<file path="src/rtl/mac_seq_ctrl.sv">
// mac_seq_ctrl: initiator-side sequencer for mac_top.
//
// Buffers signed operand pairs {last, a, b} in a small FIFO and issues them
// to the MAC one at a time over the start/ready_mac handshake. The MAC
// accumulator is cleared before the first pair of each vector. When the last
// pair completes, the accumulator is captured and offered downstream on a
// valid/ready handshake. A MAC that stays silent for TIMEOUT WAIT cycles
// parks the sequencer in a sticky error state until reset.
//
// Ports:
//   clk, rst_n                 clock; synchronous active-low reset
//   in_valid_i/in_ready_o      operand pair handshake
//   in_a_i, in_b_i, in_last_i  operands (two's complement) and end-of-vector flag
//   mac_start_o, mac_clr_acc_o one-cycle pulses to the MAC
//   mac_a_o, mac_b_o           registered operands, stable from ISSUE to next ISSUE
//   mac_ready_i, mac_acc_i     MAC completion level and accumulator value
//   res_valid_o/res_ready_i    result handshake
//   res_data_o, res_count_o    captured accumulator and products in the vector
//   err_timeout_o              sticky MAC timeout flag
//   busy_o                     FSM not idle or FIFO not empty
module mac_seq_ctrl #(
    parameter int DATA_WIDTH = 16,
    parameter int ACC_WIDTH  = 40,
    parameter int FIFO_DEPTH = 4,
    parameter int CNT_WIDTH  = 8,
    parameter int TIMEOUT    = 64
) (
    input  logic                  clk,
    input  logic                  rst_n,
    input  logic                  in_valid_i,
    output logic                  in_ready_o,
    input  logic [DATA_WIDTH-1:0] in_a_i,
    input  logic [DATA_WIDTH-1:0] in_b_i,
    input  logic                  in_last_i,
    output logic                  mac_start_o,
    output logic                  mac_clr_acc_o,
    output logic [DATA_WIDTH-1:0] mac_a_o,
    output logic [DATA_WIDTH-1:0] mac_b_o,
    input  logic                  mac_ready_i,
    input  logic [ACC_WIDTH-1:0]  mac_acc_i,
    output logic                  res_valid_o,
    input  logic                  res_ready_i,
    output logic [ACC_WIDTH-1:0]  res_data_o,
    output logic [CNT_WIDTH-1:0]  res_count_o,
    output logic                  err_timeout_o,
    output logic                  busy_o
);

    typedef enum logic [2:0] {
        S_IDLE, S_CLR, S_ISSUE, S_GUARD, S_WAIT, S_DONE, S_ERR
    } state_e;

    localparam int PTR_W   = $clog2(FIFO_DEPTH);
    localparam int ENTRY_W = 2 * DATA_WIDTH + 1;
    localparam int TMO_W   = $clog2(TIMEOUT + 1);
    localparam logic [TMO_W-1:0] TMO_LAST = TMO_W'(TIMEOUT - 1);

    // ---------------- operand FIFO ----------------
    // Pointers carry one extra wrap bit so full and empty are distinguishable.
    logic [ENTRY_W-1:0] fifo_mem [FIFO_DEPTH];
    logic [PTR_W:0]     wr_ptr_q, wr_ptr_d, rd_ptr_q, rd_ptr_d;
    logic               fifo_empty, fifo_full, push, pop;
    logic [ENTRY_W-1:0] head;

    assign fifo_empty = (wr_ptr_q == rd_ptr_q);
    assign fifo_full  = (wr_ptr_q[PTR_W] != rd_ptr_q[PTR_W]) &&
                        (wr_ptr_q[PTR_W-1:0] == rd_ptr_q[PTR_W-1:0]);
    // A pop in the same cycle does not free a slot for a push while full.
    assign in_ready_o = rst_n && !fifo_full;
    assign push       = in_valid_i && in_ready_o;
    assign head       = fifo_mem[rd_ptr_q[PTR_W-1:0]];

    // NOTE: the storage array has no reset; the pointers alone decide what is valid.
    always_ff @(posedge clk) begin
        if (push) begin
            fifo_mem[wr_ptr_q[PTR_W-1:0]] <= {in_last_i, in_a_i, in_b_i};
        end
    end

    // ---------------- FSM ----------------
    state_e state_q, state_d;
    logic   first_q, first_d;
    logic   cur_last_q, cur_last_d;
    logic [TMO_W-1:0] tmo_q, tmo_d;

    // NOTE: every register assignment in always_ff is non-blocking so all state updates see pre-edge values.
    always_ff @(posedge clk) begin
        if (!rst_n) begin
            state_q <= S_IDLE;
        end else begin
            state_q <= state_d;
        end
    end

    // NOTE: each always_comb assigns defaults first so no path can infer a latch.
    always_comb begin
        state_d = state_q;
        case (state_q)
            S_IDLE:  if (!fifo_empty) state_d = first_q ? S_CLR : S_ISSUE;
            S_CLR:   state_d = S_ISSUE;
            S_ISSUE: state_d = S_GUARD;
            S_GUARD: state_d = S_WAIT;
            S_WAIT: begin
                // Completion wins over a timeout landing in the same cycle.
                if (mac_ready_i)            state_d = cur_last_q ? S_DONE : S_IDLE;
                else if (tmo_q == TMO_LAST) state_d = S_ERR;
            end
            S_DONE:  if (res_ready_i) state_d = S_IDLE;
            S_ERR:   state_d = S_ERR;
            default: state_d = S_IDLE;
        endcase
    end

    always_comb begin
        mac_start_o   = 1'b0;
        mac_clr_acc_o = 1'b0;
        pop           = 1'b0;
        case (state_q)
            S_CLR:   mac_clr_acc_o = 1'b1;
            S_ISSUE: begin
                mac_start_o = 1'b1;
                pop         = 1'b1;
            end
            default: ;
        endcase
        busy_o = (state_q != S_IDLE) || !fifo_empty;
    end

    // ---------------- datapath ----------------
    logic [DATA_WIDTH-1:0] mac_a_q, mac_a_d, mac_b_q, mac_b_d;
    logic                  res_valid_q, res_valid_d;
    logic [ACC_WIDTH-1:0]  res_data_q, res_data_d;
    logic [CNT_WIDTH-1:0]  res_count_q, res_count_d;
    logic                  err_q, err_d;

    always_comb begin
        wr_ptr_d    = wr_ptr_q + {{PTR_W{1'b0}}, push};
        rd_ptr_d    = rd_ptr_q + {{PTR_W{1'b0}}, pop};
        first_d     = first_q;
        cur_last_d  = cur_last_q;
        tmo_d       = tmo_q;
        mac_a_d     = mac_a_q;
        mac_b_d     = mac_b_q;
        res_valid_d = res_valid_q;
        res_data_d  = res_data_q;
        res_count_d = res_count_q;
        err_d       = err_q;

        // Operands are loaded on entry to ISSUE so they are already on
        // mac_a/mac_b while mac_start is high. The head is stable until the
        // ISSUE pop, so reading it one cycle early is safe.
        if (state_d == S_ISSUE) begin
            cur_last_d = head[ENTRY_W-1];
            mac_a_d    = head[ENTRY_W-2 -: DATA_WIDTH];
            mac_b_d    = head[DATA_WIDTH-1:0];
        end

        case (state_q)
            S_CLR: begin
                res_count_d = '0;
                first_d     = 1'b0;
            end
            S_GUARD: tmo_d = '0;
            S_WAIT: begin
                if (mac_ready_i) begin
                    if (res_count_q != '1) res_count_d = res_count_q + CNT_WIDTH'(1);
                    if (cur_last_q) begin
                        res_data_d  = mac_acc_i;
                        res_valid_d = 1'b1;
                    end
                end else if (tmo_q == TMO_LAST) begin
                    err_d = 1'b1;
                end else begin
                    tmo_d = tmo_q + TMO_W'(1);
                end
            end
            S_DONE: begin
                if (res_ready_i) begin
                    res_valid_d = 1'b0;
                    first_d     = 1'b1;
                end
            end
            default: ;
        endcase
    end

    always_ff @(posedge clk) begin
        if (!rst_n) begin
            wr_ptr_q    <= '0;
            rd_ptr_q    <= '0;
            first_q     <= 1'b1;
            cur_last_q  <= 1'b0;
            tmo_q       <= '0;
            mac_a_q     <= '0;
            mac_b_q     <= '0;
            res_valid_q <= 1'b0;
            res_data_q  <= '0;
            res_count_q <= '0;
            err_q       <= 1'b0;
        end else begin
            wr_ptr_q    <= wr_ptr_d;
            rd_ptr_q    <= rd_ptr_d;
            first_q     <= first_d;
            cur_last_q  <= cur_last_d;
            tmo_q       <= tmo_d;
            mac_a_q     <= mac_a_d;
            mac_b_q     <= mac_b_d;
            res_valid_q <= res_valid_d;
            res_data_q  <= res_data_d;
            res_count_q <= res_count_d;
            err_q       <= err_d;
        end
    end

    assign mac_a_o       = mac_a_q;
    assign mac_b_o       = mac_b_q;
    assign res_valid_o   = res_valid_q;
    assign res_data_o    = res_data_q;
    assign res_count_o   = res_count_q;
    assign err_timeout_o = err_q;

endmodule

</file>
<file path="config.mk">
export PLATFORM = sky130hd
export DESIGN_NAME = mac_seq_ctrl
export DESIGN_NICKNAME = d
export VERILOG_FILES = /design/src/rtl/mac_seq_ctrl.sv
export SDC_FILE = /design/constraint.sdc
export NUM_CORES = 1
export LEC_CHECK = 0
export CELL_PAD_IN_SITES_DETAIL_PLACEMENT = 0
export CELL_PAD_IN_SITES_GLOBAL_PLACEMENT = 2
export CORE_ASPECT_RATIO = 1.1
export CORE_MARGIN = 10
export CORE_UTILIZATION = 31
export CTS_BUF_LIST = sky130_fd_sc_hd__clkbuf_8
export DETAILED_ROUTE_END_ITERATION = 16
export GPL_ROUTABILITY_DRIVEN = 0
export PLACE_DENSITY_LB_ADDON = 0.1
export SLEW_MARGIN = 20
export SYNTH_ARGS = -nofsm -noshare
export SYNTH_HDL_FRONTEND = slang
export SYNTH_SLANG_ARGS = --single-unit
</file>
<file path="constraint.sdc">
create_clock -name clk -period 12.2 [get_ports clk]
set_clock_uncertainty 0.15 [all_clocks]
set_input_delay 1.22 -clock clk [delete_from_list [all_inputs] [get_ports clk]]
set_output_delay 1.22 -clock clk [all_outputs]
set_load 0.02 [all_outputs]
</file>
Word-level counts from Yosys, hierarchy flattened:

Memory sizes are Yosys's and may differ from the RTL's. A register that Yosys moved wholly into a read port is not among the register bits.
Index checks and enable logic that the tools add are counted.

* flip-flop bits (word level): 67
* bits in writable memories: 132
* word-level logic and storage cells: 75
* memories: 1

* $add $sub $neg: 4
* equality and inequality tests: 18
* muxes and demuxes: 23
* bitwise operators: 1
* reduce and logical (&&, ||, !) cells: 19

Memory list
* fifo_mem: depth 4, bits a word 33, read ports 1, clocked after Yosys merged registers in 1, write ports 1, line 60 `logic [ENTRY_W-1:0] fifo_mem [FIFO_DEPTH];`

Operators by type and width (count)
* 3-bit one-hot mux with 7 select lines: 1
* 8-bit two-way mux: 2
* 8-bit one-hot mux with 2 select lines: 1
* 3-bit two-way mux: 5
* 7-bit two-way mux: 2
* 7-bit one-hot mux with 2 select lines: 1
* 2-bit inequality test (second input constant): 6
* 3-bit AND reduction: 4
* 3-bit by 2-bit == test with 1-bit output (second input constant): 3
* 3-bit == test (second input constant): 3
* 8-bit by 1-bit adder with 8-bit output (second input constant): 1
* 1-bit two-way mux: 8
* 8-bit inequality test (second input constant): 1
* 2-bit nonzero test: 4
* 7-bit by 1-bit adder with 7-bit output (second input constant): 1
* 7-bit by 6-bit == test with 1-bit output (second input constant): 1
* 3-bit by 1-bit adder with 3-bit output: 2
* 1-bit one-hot mux with 2 select lines: 2
* 4-bit AND reduction: 1
* 3-bit by 1-bit == test with 1-bit output (second input constant): 1
* 3-bit == test: 1
* 1-bit logical AND: 3
* 1-bit zero test: 3
* 3-bit zero test: 1
* 7 further kinds: 7

Depth between registers and ports, before layout:

* depth in word-level cells: 7
* depth in mapped cells: 9
* gate-level depth less buffers: 8

Worst setup path before layout:

OpenSTA, ideal clock, no wires.

* kind: input port to flip-flop
* start: in rst_n
* end: mem fifo_mem[2][0] (netlist bit), enable pin
* setup time: 0.471 ns
* arrival: 4.356 ns
* slack: 7.223 ns
* stages: 4
* path buffers: 0
* cell sequence: inv_1 -> a31oi_1 -> nand2_1 -> nor3b_1

* cells in the longest elaborated chain, start to end: 4

Ends and longest elaborated chain
* start, declared: line 29 `input logic rst_n,`
* 1-bit logical AND: line 69 `assign in_ready_o = rst_n && !fifo_full;`
* named net in_ready_o: line 31 `output logic in_ready_o,`
* 1-bit logical AND: line 70 `assign push = in_valid_i && in_ready_o;`
* 1-bit two-way mux: line 75 `if (push) begin`
* 1-bit two-way mux (not written as such): line 76 `fifo_mem[wr_ptr_q[PTR_W-1:0]] <= {in_last_i, in_a_i, in_b_i};`
* end, declared: line 60

The timed path passes the listed nets, and every way through them passes these cells.

Worst setup path in the final report:

* start: reg rd_ptr_q[1]
* end: out busy_o

* cells in the longest elaborated chain, start to end: 3

Ends and longest elaborated chain
* start, declared: line 61 `logic [PTR_W:0] wr_ptr_q, wr_ptr_d, rd_ptr_q, rd_ptr_d;`
* start signal, assigned: line 202 `rd_ptr_q <= rd_ptr_d;`
* 3-bit == test: line 65 `assign fifo_empty = (wr_ptr_q == rd_ptr_q);`
* 1-bit zero test: line 126 `busy_o = (state_q != S_IDLE) || !fifo_empty;`
* 1-bit logical OR: line 126
* end, declared: line 46 `output logic busy_o`

Every way passes these cells.

==> impl_metrics.toml <==
[timing]
count_of_endpoints_failing_hold_in_the_final_timing_report = 0
finalMaxSlewViolations = 0
max_slew_margin = 0.306
post-route-min-period_ns = 4.34
fmaxAchievable_mhz = 230
whs_ns = 0.296
rsz0062_at_grt = "false"
final_worst_path_cycle_share = 0.356
setup_violations = 0
tightestPinTransition_ns = 1.04
final.setup.tns_ns = 0

[floorplan]
rows = 65
core_region_area_um2 = 28600
initial_core_util = 0.313
die_w_um = 182
die-height_um = 198
design.die.area_um2 = 36100
floorplan.io_pins = 164

[cells_and_area]
drive_above_1_share = 0.135
final_net_count = 909
syn_to_final_growth_pct = 30.4
antennaDiodeCount = 0

[worst_setup_path]
crit_end_element = "primary output"
critPathTopFamily = "flip-flops"
timing_worst_setup_path_type = "reg -> out"
cp_max_fo = 35
worst_r2r_endpoint = "fifo_mem[3][29]"
path_buf_inv = 1
critical_path.cell_chain = "xnor2_2 > nand3_1 > or4_1 > clkdlybuf4s50_1"
critPathMaxStageDelay_ns = 1.00
regToRegSetupSlack_ns = 9.10
reg_to_reg_startpoint = "rd_ptr_q[1]"
worst_ep_required_time_ns = 10.83
critical_path_arrival_ns = 2.97
critical_path.startpoint = "rd_ptr_q[1]"
critPathLaunchType = "flop"
r2r_cells = 5
critical_path.slowest_cell = "sky130_fd_sc_hd__dfxtp_2"

[yosys]
synth.yosys.seq_area_share = 0.666
syn_inst = 656
ys_warn_count = 0
count_of_cell_types_in_the_netlist = 50
asyncSetResetFlopFracSynth = 0
number_of_flops_mapped_to_enable_cells_by_yosys = 132
syn_avg_cell_area_um2 = 13.7
post-synth-top-area-fraction = 0.443
cell_type_with_the_highest_aggregate_area_in_the_netlist = "sky130_fd_sc_hd__edfxtp_1"
ys.flop_type = "sky130_fd_sc_hd__edfxtp_1"
yosysMostFrequentCell = "sky130_fd_sc_hd__edfxtp_1"
synth.area.top_cells = "sky130_fd_sc_hd__edfxtp_1 44%, sky130_fd_sc_hd__dfxtp_1 22%, sky130_fd_sc_hd__mux4_2 8.3%"
most_frequent_cells_after_synthesis = "132 x sky130_fd_sc_hd__edfxtp_1, 123 x sky130_fd_sc_hd__nand2_1, 100 x sky130_fd_sc_hd__dfxtp_1"
yosys_register_bits = 232
synth_nets = 740
synth.cell_area_um2 = 8950

[power]
worst_ir_drop_vdd_v = 0.000112
cellPowerDensity_nw_per_um2 = 186
power.leakage_nw = 4.12

[drt]
routedLengthMet1_um = 10100
postRouteAntennaNets = 0
drc = 0
maxUsedRoutingLayer = "met4"
route.vias.total = 5862
route.final.wire_length_um = 23100
met3RoutedLength_um = 1690
drt-initial-drc-count = 301
routed_via_density = 4.78
post_drt_wl_per_cell_um = 18.8
met2WireLength_um = 10900
dr_pass1_iterations = 4

[clock_network]
cts-htree-levels = 2
postCtsSetupBuffers = 0
clock-root-buffer = "sky130_fd_sc_hd__clkbuf_8"
cts_repair_resize_count = 0
clkSlewWorstSetupHoldPaths_ns = 0.06
cts_sinks = 232
clock_tree.buffer_depth = 3
cts_stage_hold_buffer_count = 0
clock_insertion_delay_worst_skew_ns = 0.53
cts_inserted_buffers = 41
tritoncts_clock_tree = "built"

[run]
maxCapViolations = 0

[grt]
grt_util_all_layers = 0.126
grt_first_pass_wirelength_um = 36200
initial_antenna_violation_count = 0
first_global_vias = 6114
grt_max_degree = 68
grt.overflow.total = 0

[placed_design]
dp_hpwl_um = 14500
buffer_ports.inserted = 163

[outcome]
run_status = "complete, no violations"

[hold_path]
hp-class = "reg -> reg"
timing.hold.worst_path_depth = 2
worstHoldStart = "tmo_q[6]"
timing.hold.worst_endpoint = "tmo_q[6]"
[per-layer routing]
metal  up-vias  GRT usage
li1       2794          -
met1      2850      0.158
met2       186      0.204
met3        32     0.0420
met4         0     0.0368
met5         -          0
[worst reg2reg max path, cell delays in order (launching register included)]
cell and delay (ns):
sky130_fd_sc_hd__dfxtp_2 1.00, sky130_fd_sc_hd__xnor2_2 0.23, sky130_fd_sc_hd__a31oi_1 0.24, sky130_fd_sc_hd__nand2_1 0.15, sky130_fd_sc_hd__inv_1 0.11, sky130_fd_sc_hd__and3_2 0.81
[worst max-delay path by stage]
stage	depth (start not counted)	slack (ns)	end
6_report	4	7.86	busy_o
5_1_grt	4	7.68	busy_o
3_5_place_dp	4	8.11	in_ready_o
2_1_floorplan	4	7.22	fifo_mem[2][0]
3_3_place_gp	4	8.13	in_ready_o
4_1_cts	4	7.74	busy_o
[cells in the final DEF, fill, tap and decap left out, drive strengths merged, types with 2 or more instances in the layout]
| cell type | netlist | layout |
|---|---|---|
| nor2 | 19 | 19 |
| a21boi | 2 | 2 |
| mux4 | 33 | 33 |
| and2 | 6 | 6 |
| a21oi | 81 | 81 |
| nand2b | 2 | 2 |
| nand3 | 12 | 12 |
| o21ai | 3 | 3 |
| a41o | 33 | 33 |
| nor3 | 3 | 3 |
| a211oi | 3 | 3 |
| clkdlybuf4s50 | 0 | 162 |
| ha | 6 | 6 |
| edfxtp | 132 | 132 |
| nand3b | 2 | 2 |
| xnor2 | 15 | 15 |
| dfxtp | 100 | 100 |
| inv | 5 | 24 |
| buf | 24 | 12 |
| nand2 | 123 | 123 |
| and3 | 2 | 2 |
| or4b | 2 | 2 |
| clkinv | 0 | 9 |
| clkbuf | 24 | 47 |
| a31oi | 5 | 5 |
| o21bai | 2 | 2 |
| nor3b | 2 | 2 |
[sequential cells by signal, indices dropped and copies added (netlist names)]
signal         cells
cur_last_q         1
err_timeout_o      1
fifo_mem         132
first_q            1
mac_a_o           16
mac_b_o           16
rd_ptr_q           3
res_count_o        8
res_data_o        40
res_valid_o        1
state_q            3
tmo_q              7
wr_ptr_q           3
[logic make-up (layout without fill, tap and decap cells)]
family | after synthesis | in the layout | share of synthesized area
adders and majority gates | 6 | 6 | 0.00838
xor gates and xnor gates | 16 | 16 | 0.0173
AOI/OAI and AO/OA | 134 | 134 | 0.101
muxes | 34 | 34 | 0.0841
and+or+nand+nor | 181 | 181 | 0.0898
DFF | 232 | 232 | 0.666
buffers and inverters | 53 | 255 | 0.0327
[per-stage QoR]
step	setup slack, ns	instances	cell area, um2	utilization	power [mW]
5_1_grt	7.68	1226	11700	0.408	2.30
3_3_place_gp	8.13	1148	10900	0.379	1.54
2_1_floorplan	7.22	656	8950	-	1.36
6_report	7.86	1226	11700	0.408	2.18
3_5_place_dp	8.11	1150	10900	0.381	1.55
4_1_cts	7.74	1226	11700	0.408	2.22
[final cells by class]
class	instances	area, um2
Sequential cell	232	5970
Clock buffer	47	647
Tap cell	368	460
Fill cell	2720	17000
Timing Repair Buffer	174	1750
Inverter	5	18.8
Clock inverter	29	119
Multi-Input combinational cell	371	2720
[where the power goes]
part	switching, mW	internal (mW)	leakage (nW)
Clock	0.308	0.351	0.465
Sequential	0.0465	0.894	2.01
Combinational	0.324	0.253	1.65
Total	0.678	1.50	4.12
No activity file was read; power rests on OpenSTA's default activity.
